==> src/rtl/uart_tx_arbiter.sv <==
// Round-robin, packet-atomic arbiter sharing one UART transmitter among N_REQ byte streams.
// Optional trailing checksum byte per packet: define UART_ARB_CHECKSUM_EN.
module uart_tx_arbiter #(
  parameter int N_REQ = 4,
  parameter int PTR_W = 2
) (
  input  logic               clk,
  input  logic               rst_n,
  input  logic [N_REQ-1:0]   req,
  input  logic [8*N_REQ-1:0] req_data,
  input  logic [N_REQ-1:0]   req_last,
  output logic [N_REQ-1:0]   req_ack,
  output logic [N_REQ-1:0]   grant,
  output logic [7:0]         tx_data,
  output logic               tx_data_valid,
  input  logic               tx_busy,
  input  logic               tx_done,
  output logic               busy,
  output logic               pkt_done
);

  typedef enum logic [2:0] {
    S_IDLE      = 3'd0,
    S_LOAD      = 3'd1,
    S_WAIT      = 3'd2,
    S_ACK       = 3'd3,
    S_NEXT      = 3'd4,
    S_RELEASE   = 3'd5
`ifdef UART_ARB_CHECKSUM_EN
    ,
    S_CSUM      = 3'd6,
    S_CSUM_WAIT = 3'd7
`endif
  } state_t;

  state_t           state;
  logic [PTR_W-1:0] ptr_q;
  logic [PTR_W-1:0] g_idx;
  logic [PTR_W-1:0] pick_idx;
  logic [PTR_W-1:0] ptr_after;
  logic             pick_any;
  logic             last_q;
  logic [7:0]       cur_data;
  int               cand;
`ifdef UART_ARB_CHECKSUM_EN
  logic [7:0]       csum_q;
`endif

  // Search upward from the pointer; iterating from the far end lets the nearest request win.
  always_comb begin
    pick_any = 1'b0;
    pick_idx = '0;
    cand     = 0;
    for (int k = N_REQ - 1; k >= 0; k--) begin
      cand = int'(ptr_q) + k;
      if (cand >= N_REQ) cand = cand - N_REQ;
      if (req[cand]) begin
        pick_any = 1'b1;
        pick_idx = PTR_W'(cand);
      end
    end
  end

  assign cur_data  = req_data[{g_idx, 3'b000} +: 8];
  assign ptr_after = (g_idx == PTR_W'(N_REQ - 1)) ? '0 : g_idx + 1'b1;

  always_ff @(posedge clk) begin
    if (!rst_n) begin
      state         <= S_IDLE;
      ptr_q         <= '0;
      g_idx         <= '0;
      grant         <= '0;
      req_ack       <= '0;
      tx_data       <= 8'h00;
      tx_data_valid <= 1'b0;
      busy          <= 1'b0;
      pkt_done      <= 1'b0;
      last_q        <= 1'b0;
`ifdef UART_ARB_CHECKSUM_EN
      csum_q        <= 8'h00;
`endif
    end else begin
      tx_data_valid <= 1'b0;
      req_ack       <= '0;
      pkt_done      <= 1'b0;
      case (state)
        S_IDLE: begin
          // A frame still on the line (e.g. across a reset) blocks new grants.
          if (pick_any && !tx_busy) begin
            grant <= N_REQ'(1) << pick_idx;
            g_idx <= pick_idx;
            busy  <= 1'b1;
`ifdef UART_ARB_CHECKSUM_EN
            csum_q <= 8'h00;
`endif
            state <= S_LOAD;
          end
        end
        S_LOAD: begin
          tx_data       <= cur_data;
          tx_data_valid <= 1'b1;
          last_q        <= req_last[g_idx];
`ifdef UART_ARB_CHECKSUM_EN
          csum_q        <= csum_q + cur_data;
`endif
          state         <= S_WAIT;
        end
        S_WAIT: begin
          if (tx_done) begin
            req_ack <= grant;
            state   <= S_ACK;
          end
        end
        S_ACK: begin
          if (last_q) begin
`ifdef UART_ARB_CHECKSUM_EN
            state <= S_CSUM;
`else
            grant    <= '0;
            ptr_q    <= ptr_after;
            pkt_done <= 1'b1;
            state    <= S_RELEASE;
`endif
          end else begin
            state <= S_NEXT;
          end
        end
        S_NEXT: begin
          if (req[g_idx]) state <= S_LOAD;
        end
`ifdef UART_ARB_CHECKSUM_EN
        S_CSUM: begin
          tx_data       <= csum_q;
          tx_data_valid <= 1'b1;
          state         <= S_CSUM_WAIT;
        end
        S_CSUM_WAIT: begin
          if (tx_done) begin
            grant    <= '0;
            ptr_q    <= ptr_after;
            pkt_done <= 1'b1;
            state    <= S_RELEASE;
          end
        end
`endif
        S_RELEASE: begin
          busy  <= 1'b0;
          state <= S_IDLE;
        end
        default: state <= S_IDLE;
      endcase
    end
  end

endmodule

==> config.mk <==
export PLATFORM = sky130hd
export DESIGN_NAME = uart_tx_arbiter
export DESIGN_NICKNAME = d
export VERILOG_FILES = /design/src/rtl/uart_tx_arbiter.sv
export SDC_FILE = /design/constraint.sdc
export NUM_CORES = 1
export LEC_CHECK = 0
export CAP_MARGIN = 5
export CORE_ASPECT_RATIO = 0.6
export CORE_UTILIZATION = 44
export DETAILED_ROUTE_END_ITERATION = 8
export GPL_TIMING_DRIVEN = 1
export HOLD_SLACK_MARGIN = 0.1
export PLACE_DENSITY = 0.89
export SLEW_MARGIN = 20
export SYNTH_ARGS = -nofsm -noshare
export SYNTH_HDL_FRONTEND = slang
export SYNTH_SLANG_ARGS = --single-unit
==> constraint.sdc <==
create_clock -name clk -period 3.7 [get_ports clk]
set_input_delay 0.37 -clock clk [delete_from_list [all_inputs] [get_ports clk]]
set_output_delay 0.37 -clock clk [all_outputs]
set_load 0.02 [all_outputs]
### Word level (Yosys, flattened, before mapping)

Cells that the tools add are included.

* flip-flop bits (word level): 27
* output and inout bits: 19
* word-level logic and storage cells: 92

* $add $sub $neg: 8
* $lt $le $gt $ge: 9
* shift-type cells: 2
* eq/ne operators: 10
* reductions and logical operators: 12
* mux-type cells: 41

Operators with widths (count)
* $lt 32x4->1 const B: 4
* $mux 32: 4
* $shiftx 32x6->8: 1
* $mux 1: 18
* $pmux 3 s5: 1
* $bmux 1 s2: 6
* $sub 3x3->4 const B: 3
* $mux 2: 5
* $ge 3x3->1 const B: 3
* $mux 3: 3
* $reduce_and 3->1: 3
* $mux 4: 2
* $ne 2x2->1 const B: 4
* $pmux 4 s2: 1
* $reduce_and 2->1: 4
* $add 2x2->3 const B: 2
* $eq 3x2->1 const B: 2
* $eq 3x3->1 const B: 2
* $reduce_bool 2->1: 2
* $shl 1x2->4 const A: 1
* $sub 2x3->4 const B: 1
* $add 2x1->3 const B: 1
* $eq 3x1->1 const B: 1
* $ge 2x3->1 const B: 1
* 7 further kinds: 7

### Logic depth before layout (Yosys ltp)

Gate-level depths: netlist of run 1.

* depth in word-level cells: 13
* gate-level depth with buffers: 6
* gate-level depth less buffers: 4

### Worst setup path after synthesis of run 1

OpenSTA, ideal clock, no wires.

* kind: register to register
* start point: register g_idx[0]
* end point: register state[0]
* cell stages (with the launch flop): 5
* setup slack: 2.333 ns
* required time: 3.585 ns
* arrival time: 1.251 ns
* path through: dfxtp_1 -> mux4_2 -> nand2_1 -> o311ai_0 -> and3_1

* cells in the longest elaborated chain, start to end: 4

RTL lines
* from (decl): RTL line 38 `logic [PTR_W-1:0] g_idx;`
* from (signal assigned): RTL line 91 `g_idx <= pick_idx;`
* $bmux 1 s2: RTL line 129 `if (req[g_idx]) state <= S_LOAD;`
* $mux 1 (implied by the code): RTL line 129
* $ne 2x2->1 (no source line)
* $reduce_and 3->1 (no source line)
* to (signal assigned): RTL line 125 `state <= S_NEXT;`
* to (signal assigned): RTL line 129
* to (signal assigned): RTL line 148 `state <= S_IDLE;`
* to (decl): RTL line 36 `state_t state;`

Every way passes these cells. The select of a mux whose other input is x is not followed.
A chain may end at the register's enable or synchronous reset.

### Worst setup path in the final report of run 1

Same ends and word-level chain as after synthesis.

==> results of run 1 <==
==> worst max-delay path, stage by stage (launching register included) <==
cell	delay (ns)
dfxtp_1	0.79
mux4_2	0.60
nand2_1	0.08
o311ai_0	0.12
and3_1	0.21
==> registers in the layout (all words and copies together), names as in the netlist <==
register	flops
ptr_q	2
g_idx	2
last_q	1
tx_data	8
req_ack	4
state	3
grant	4
tx_data_valid	1
busy	1
pkt_done	1
==> through the flow <==
stage	util [%]	std cells	instance area, µm²	power, mW
6_report	70.0	237	2020	0.774
5_1_grt	70.0	237	2020	0.815
4_1_cts	70.0	237	2020	0.776
3_5_place_dp	68.4	233	1980	0.609
3_3_place_gp	68.4	233	1980	0.598
2_1_floorplan	-	137	1350	0.505
==> layer usage <==
| metal | track usage (%) | vias up | wire length [µm] |
|---|---|---|---|
| met5 | 0 | - | 0 |
| met4 | 7.69 | 0 | 67 |
| met3 | 6.47 | 8 | 229 |
| met2 | 38.5 | 48 | 1720 |
| met1 | 31.0 | 585 | 1580 |
| li1 | - | 625 | - |
==> layout make-up <==
class	instances	area, µm²
clock inverter	1	5.00
clock buffer	3	41.3
tap	42	52.6
inverter	2	7.51
sequential	27	541
fill	233	868
timing repair buffer	62	621
multi-input combinational	100	754
==> kinds of logic (layout without fill, tap and decap cells) <==
logic type      after synthesis  count (layout)
simple gates                 56              56
compound gates               30              30
flops                        27              27
mux                          12              12
buf+inv                      10              68
fa+ha+maj                     1               1
xor+xnor                      1               1
==> how the worst max path moves through the flow <==
stage / end / cells after the start
after floorplan: state[0] / 4
final: state[0] / 4
after CTS: state[0] / 4
after global routing: state[0] / 4
after global placement: grant[1] / 5
after detailed placement: g_idx[1] / 5
==> cell usage in the layout, fill, tap and decap left out, types with 2 or more instances in the layout <==
cell,synthesis,final
mux4_2,10,10
o21ai_0,4,4
mux2i_1,2,2
clkdlybuf4s50_1,0,62
clkbuf_8,0,3
o21bai_1,2,2
nor4_1,2,2
dfxtp_1,27,27
nor3_1,2,2
nor2_1,4,4
a21oi_1,14,14
o32ai_1,4,4
nor2b_1,2,2
a21boi_0,2,2
and3_1,5,5
nand2_1,29,29
==> power by group <==
group          internal [mW]  switching [mW]
combinational          0.135           0.110
clock                 0.0756          0.0941
sequential             0.320          0.0390
total                  0.531           0.243
==> reports/qor.yml, run 1 <==
sta:
  worstMarginPinSlew_ns: 0.714
  hold_ws_ns: 0.465
  setup_slack_ns: 1.80
  max_freq_mhz: 525
  min_period_ns: 1.90
  post-route-period-util_pct: 51.5
  relSlewSlack_pct: 52.4
  slew_violations: 0
  finalSetupTns_ns: 0
  hold_viol: 0
  finalClockSkew_ns: 0.00648
  rsz0062_at_grt: "false"
  setup_violations: 0
setup_path:
  crit_path_end_kind: "flip-flop"
  r2r-start: "g_idx[0]"
  timing.setup.critical_path_class: "reg2reg"
  critPathLaunch: "g_idx[0]"
  critPathLaunchType: "flip-flop"
  cp.required_ns: 3.88
  reg2reg_to: "state[0]"
  ff2ff_path_depth: 4
  worstPathMaxFanout: 13
  worstPathArrival_ns: 2.09
  r2r_slack_ns: 1.80
clock_network:
  cts_buffer_depth: 2
  numCtsBuffers: 3
  cts_htree_levels: 1
  ctsResizeCount: 0
  cts_setup_buffers: 0
  clkSinkCount: 27
  root_buffer: "clkbuf_8"
  hold_buffers: 0
  clk_latency_ns: 0.28
  cts_tree: "done"
  path_clk_slew_ns: 0.09
route:
  wl_um: 3590
  drc: 0
  vias_per_cell: 5.34
  wire_per_inst_um: 15.2
  vias: 1266
  first_iter_violations: 71
  antenna_left: 0
  first_pass_iters: 4
finish:
  synthToLayoutAreaGrowth_pct: 49.5
  drive_gt1_share_pct: 9.74
  final_nets: 241
  antennaDiodeCount: 0
synth:
  ys_top_cells_by_count: "29 x nand2_1, 27 x dfxtp_1, 14 x a21oi_1"
  synth_compound_area_share_pct: 13.9
  synthArstFlopShare_pct: 0
  synth_seq_area_share_pct: 40.0
  syn_area_mm2: 0.00135
  synth-simple-area-share_pct: 22.2
  avgSynthCellArea_um2: 9.87
  synth_top_family_by_area: "simple AND/OR/NAND/NOR gates"
  synth_ff_type: "dfxtp_1"
  ys_ff_latch: 27
  ys_types: 39
  netlist.area_leader.share_pct: 40.0
  synthMuxAreaShare_pct: 18.1
  synthXorXnorAreaFrac_pct: 0.648
  yosysMostFrequentCell: "nand2_1"
  synthCells: 137
  synth_nets: 182
  synth_fa_ha_area_share_pct: 0.925
  yosysTopAreaCell: "dfxtp_1"
  synth_warnings: 0
  synthTopCellsByArea: "dfxtp_1 40%, mux4_2 17%, nand2_1 8.0%"
  synth_edf_count: 0
die:
  design.core.area_mm2: 0.00289
  initial_utilization_pct: 46.8
  rows: 15
  dieArea_mm2: 0.00331
  die_w_um: 73.6
  die_h_um: 44.9
  io_pins: 63
global_routing:
  grtUsageTotal_pct: 23.7
  grt_start_max_net_pins: 18
  grt_first_pass_wirelength_um: 5630
  grt_pass1_vias: 1200
  grt_overflow: 0
  antenna_found_initial: 0
flow_run:
  drv_cap: 0
placement:
  hpwl_um: 2860
  port_buffers: 62
  place.gp.congestion: 0.844
  post-place-ws_ns: 1.71
min_path:
  hold_end: "tx_data[0]"
  holdCritStartpoint: "tx_data[0]"
  hp-class: "reg2reg"
  holdPathStages: 2
power_and_ir_drop:
  peakVddDrop_uv: 179
  power-per-cell-area_mw_per_mm2: 383
  leakagePower_nw: 0.704
outcome:
  status: "completed"
(Power assumes the default switching activity.)
==> inputs of run 2 (changes only) <==
--- a/config.mk
+++ b/config.mk
@@ -7,11 +7,11 @@
 export LEC_CHECK = 0
 export CAP_MARGIN = 5
 export CORE_ASPECT_RATIO = 0.6
-export CORE_UTILIZATION = 44
+export CORE_UTILIZATION = 41
 export DETAILED_ROUTE_END_ITERATION = 8
 export GPL_TIMING_DRIVEN = 1
 export HOLD_SLACK_MARGIN = 0.1
-export PLACE_DENSITY = 0.89
+export PLACE_DENSITY = 0.84
 export SLEW_MARGIN = 20
 export SYNTH_ARGS = -nofsm -noshare
 export SYNTH_HDL_FRONTEND = slang
==> constraint.sdc (replaced) <==
create_clock -name clk -period 1.8 [get_ports clk]
set_input_delay 0.18 -clock clk [delete_from_list [all_inputs] [get_ports clk]]
set_output_delay 0.18 -clock clk [all_outputs]
set_load 0.02 [all_outputs]
==> run 2 against run 1 <==
  * Clock power is 110% higher
  * Global-route usage down 1.1 points
  * Largest cell class unchanged
  * Combinational power up 120%
  * Register-to-register slack got worse by 1.6 ns
  * Critical path depth is the same
  * Routed wire length up 9.0%
  * Setup slack got worse by 1.6 ns
  * Design area rose by 2.3%
  * Largest power group unchanged
==> reports/qor.yml, run 2 (synthesis results as in run 1) <==
placement:
  post-place-ws_ns: -0.139  # -1.85 ns
  port_buffers: 62  # unchanged
  hpwl_um: 3200  # +12%
  place.gp.congestion: 0.823  # -2.5%
die:
  initial_utilization_pct: 45.0  # -1.8 points
  io_pins: 63  # unchanged
  dieArea_mm2: 0.00354  # +7.1%
  die_w_um: 76.2  # +3.5%
  rows: 15  # unchanged
  die_h_um: 46.5  # +3.4%
  design.core.area_mm2: 0.00300  # +3.9%
sta:
  finalClockSkew_ns: 0.00498  # -0.00150 ns
  finalSetupTns_ns: 0  # unchanged
  hold_ws_ns: 0.466  # +0.000324 ns
  worstMarginPinSlew_ns: 0.470  # -0.244 ns
  hold_viol: 0  # unchanged
  post-route-period-util_pct: 89.9  # +38 points
  rsz0062_at_grt: "false"
  slew_violations: 0  # unchanged
  max_freq_mhz: 618  # +18%
  relSlewSlack_pct: 68.3  # +16 points
  setup_violations: 0  # unchanged
  setup_slack_ns: 0.183  # -1.61 ns
  min_period_ns: 1.62  # -0.287 ns
finish:
  final_nets: 246  # +2.1%
  reg_top3: "tx_data (8), grant (4), req_ack (4)"
  drive_gt1_share_pct: 12.5  # +2.8 points
  final_common_cell: "clkdlybuf4s50_1"
  largest_register_ffs: 8  # unchanged
  seqCellArea_um2: 541  # unchanged
  layout_common_cells: "62 x clkdlybuf4s50_1, 29 x nand2_1, 27 x dfxtp_1"
  regMostFlops: "tx_data"
  num-fill-cells: 231  # -0.86%
  multiInputGateArea_um2: 761  # +0.83%
  synthToLayoutAreaGrowth_pct: 52.9
  antennaDiodeCount: 0  # unchanged
  post-route-util_pct: 68.9  # -1.1 points
clock_network:
  cts_setup_buffers: 0  # unchanged
  cts_htree_levels: 1  # unchanged
  clk_latency_ns: 0.28  # about the same
  root_buffer: "clkbuf_8"
  clkSinkCount: 27  # unchanged
  numCtsBuffers: 3  # unchanged
  cts_tree: "done"
  path_clk_slew_ns: 0.10  # about the same
  cts_buffer_depth: 2  # unchanged
setup_path:
  crit_chain: "nor2_4 > nor4b_1 > nand2_1 > o32ai_1"
  cp_slowest_cell: "dfxtp_1"
  cpPeakStageDelay_ns: 0.45  # -0.34 ns
  critPathLaunchType: "flip-flop"
  cp.required_ns: 1.99  # -1.89 ns
  worstPathMaxFanout: 10  # -3
  crit_path_end_kind: "flip-flop"
  worst-path-buf-inv: 0  # unchanged
  timing.setup.critical_path_class: "reg2reg"
  worstPathArrival_ns: 1.80  # -0.29 ns
  critPathLaunch: "state[1]"
  r2r-start: "state[1]"
  critPathTopFamily: "simple AND/OR/NAND/NOR gates"
route:
  wl_um: 3920  # +9.0%
  antenna_left: 0  # unchanged
  drc: 0  # unchanged
  vias_per_cell: 5.45  # +2.0%
  first_iter_violations: 84  # +18%
  wire_per_inst_um: 16.2  # +6.7%
  first_pass_iters: 4  # unchanged
  vias: 1319  # +4.2%
min_path:
  holdCritStartpoint: "tx_data[0]"
  hp-class: "reg2reg"
power_and_ir_drop:
  power-per-cell-area_mw_per_mm2: 785  # +110%
  peakVddDrop_uv: 564  # +220%
  leakagePower_nw: 0.726  # +3.2%
global_routing:
  grt_first_pass_wirelength_um: 5940  # +5.5%
  grt_pass1_vias: 1213  # +1.1%
  antenna_found_initial: 0  # unchanged
  grt_start_max_net_pins: 18  # unchanged
  grt_overflow: 0  # unchanged
  grtUsageTotal_pct: 22.5  # -1.1 points
flow_run:
  drv_cap: 0  # unchanged
outcome:
  status: "completed"
==> run 2: through the flow <==
step	area, µm²	cells	power [mW]
6_report	2070	242	1.62
4_1_cts	2060	242	1.62
3_5_place_dp	2010	238	1.27
2_1_floorplan	1350	137	1.04
3_3_place_gp	2010	238	1.25
5_1_grt	2070	242	1.70
==> run 2: final timing paths <==
kind                                   end  slack, ns  depth (start not counted)
worst max-delay path              grant[1]       0.18                          4
worst min-delay path            tx_data[0]       0.47                          2
worst max register to register    grant[1]       0.18                          4
worst min register to register  tx_data[0]       0.47                          2
==> run 2: layer usage <==
| metal | GRT usage [%] | part of all wire (%) | vias to the layer above |
|---|---|---|---|
| li1 | - | - | 627 |
| met1 | 31.6 | 48 | 637 |
| met2 | 34.5 | 46 | 46 |
| met3 | 6.14 | 5.5 | 9 |
| met4 | 6.15 | 0.92 | 0 |
| met5 | 0 | 0 | - |
==> run 2: worst min-delay path, cell delays in order, from the launching register on <==
cell,delay (ns)
dfxtp_1,0.33
nand2_1,0.05
a21oi_1,0.05
==> run 2: final cells by class <==
cell class              instances  share of cell area (%)
inverters                       2                   0.363
multi-input cells             100                    36.8
flip-flops and latches         27                    26.1
repair buffers                 67                    31.8
clock inverters                 1                   0.363
well taps                      42                    2.54
clock buffers                   3                    2.00
==> run 2: what timing repair did <==
item,in CTS,in global routing
setup endpoints to repair,0,2
gates resized for setup,0,1
hold buffers,0,0
==> run 2: power by group <==
| group | leakage (nW) | internal, mW | switching, mW |
|---|---|---|---|
| registers | 0.220 | 0.658 | 0.0657 |
| logic | 0.485 | 0.292 | 0.247 |
| clock network | 0.0217 | 0.158 | 0.204 |
| total | 0.726 | 1.11 | 0.517 |
==> inputs of run 3 (changes only) <==
--- a/config.mk
+++ b/config.mk
@@ -5,7 +5,6 @@
 export SDC_FILE = /design/constraint.sdc
 export NUM_CORES = 1
 export LEC_CHECK = 0
-export CAP_MARGIN = 5
 export CORE_ASPECT_RATIO = 0.6
 export CORE_UTILIZATION = 41
 export DETAILED_ROUTE_END_ITERATION = 8
==> results of run 3 <==
The final DEF is identical to that of run 2; final timing and power are the same.
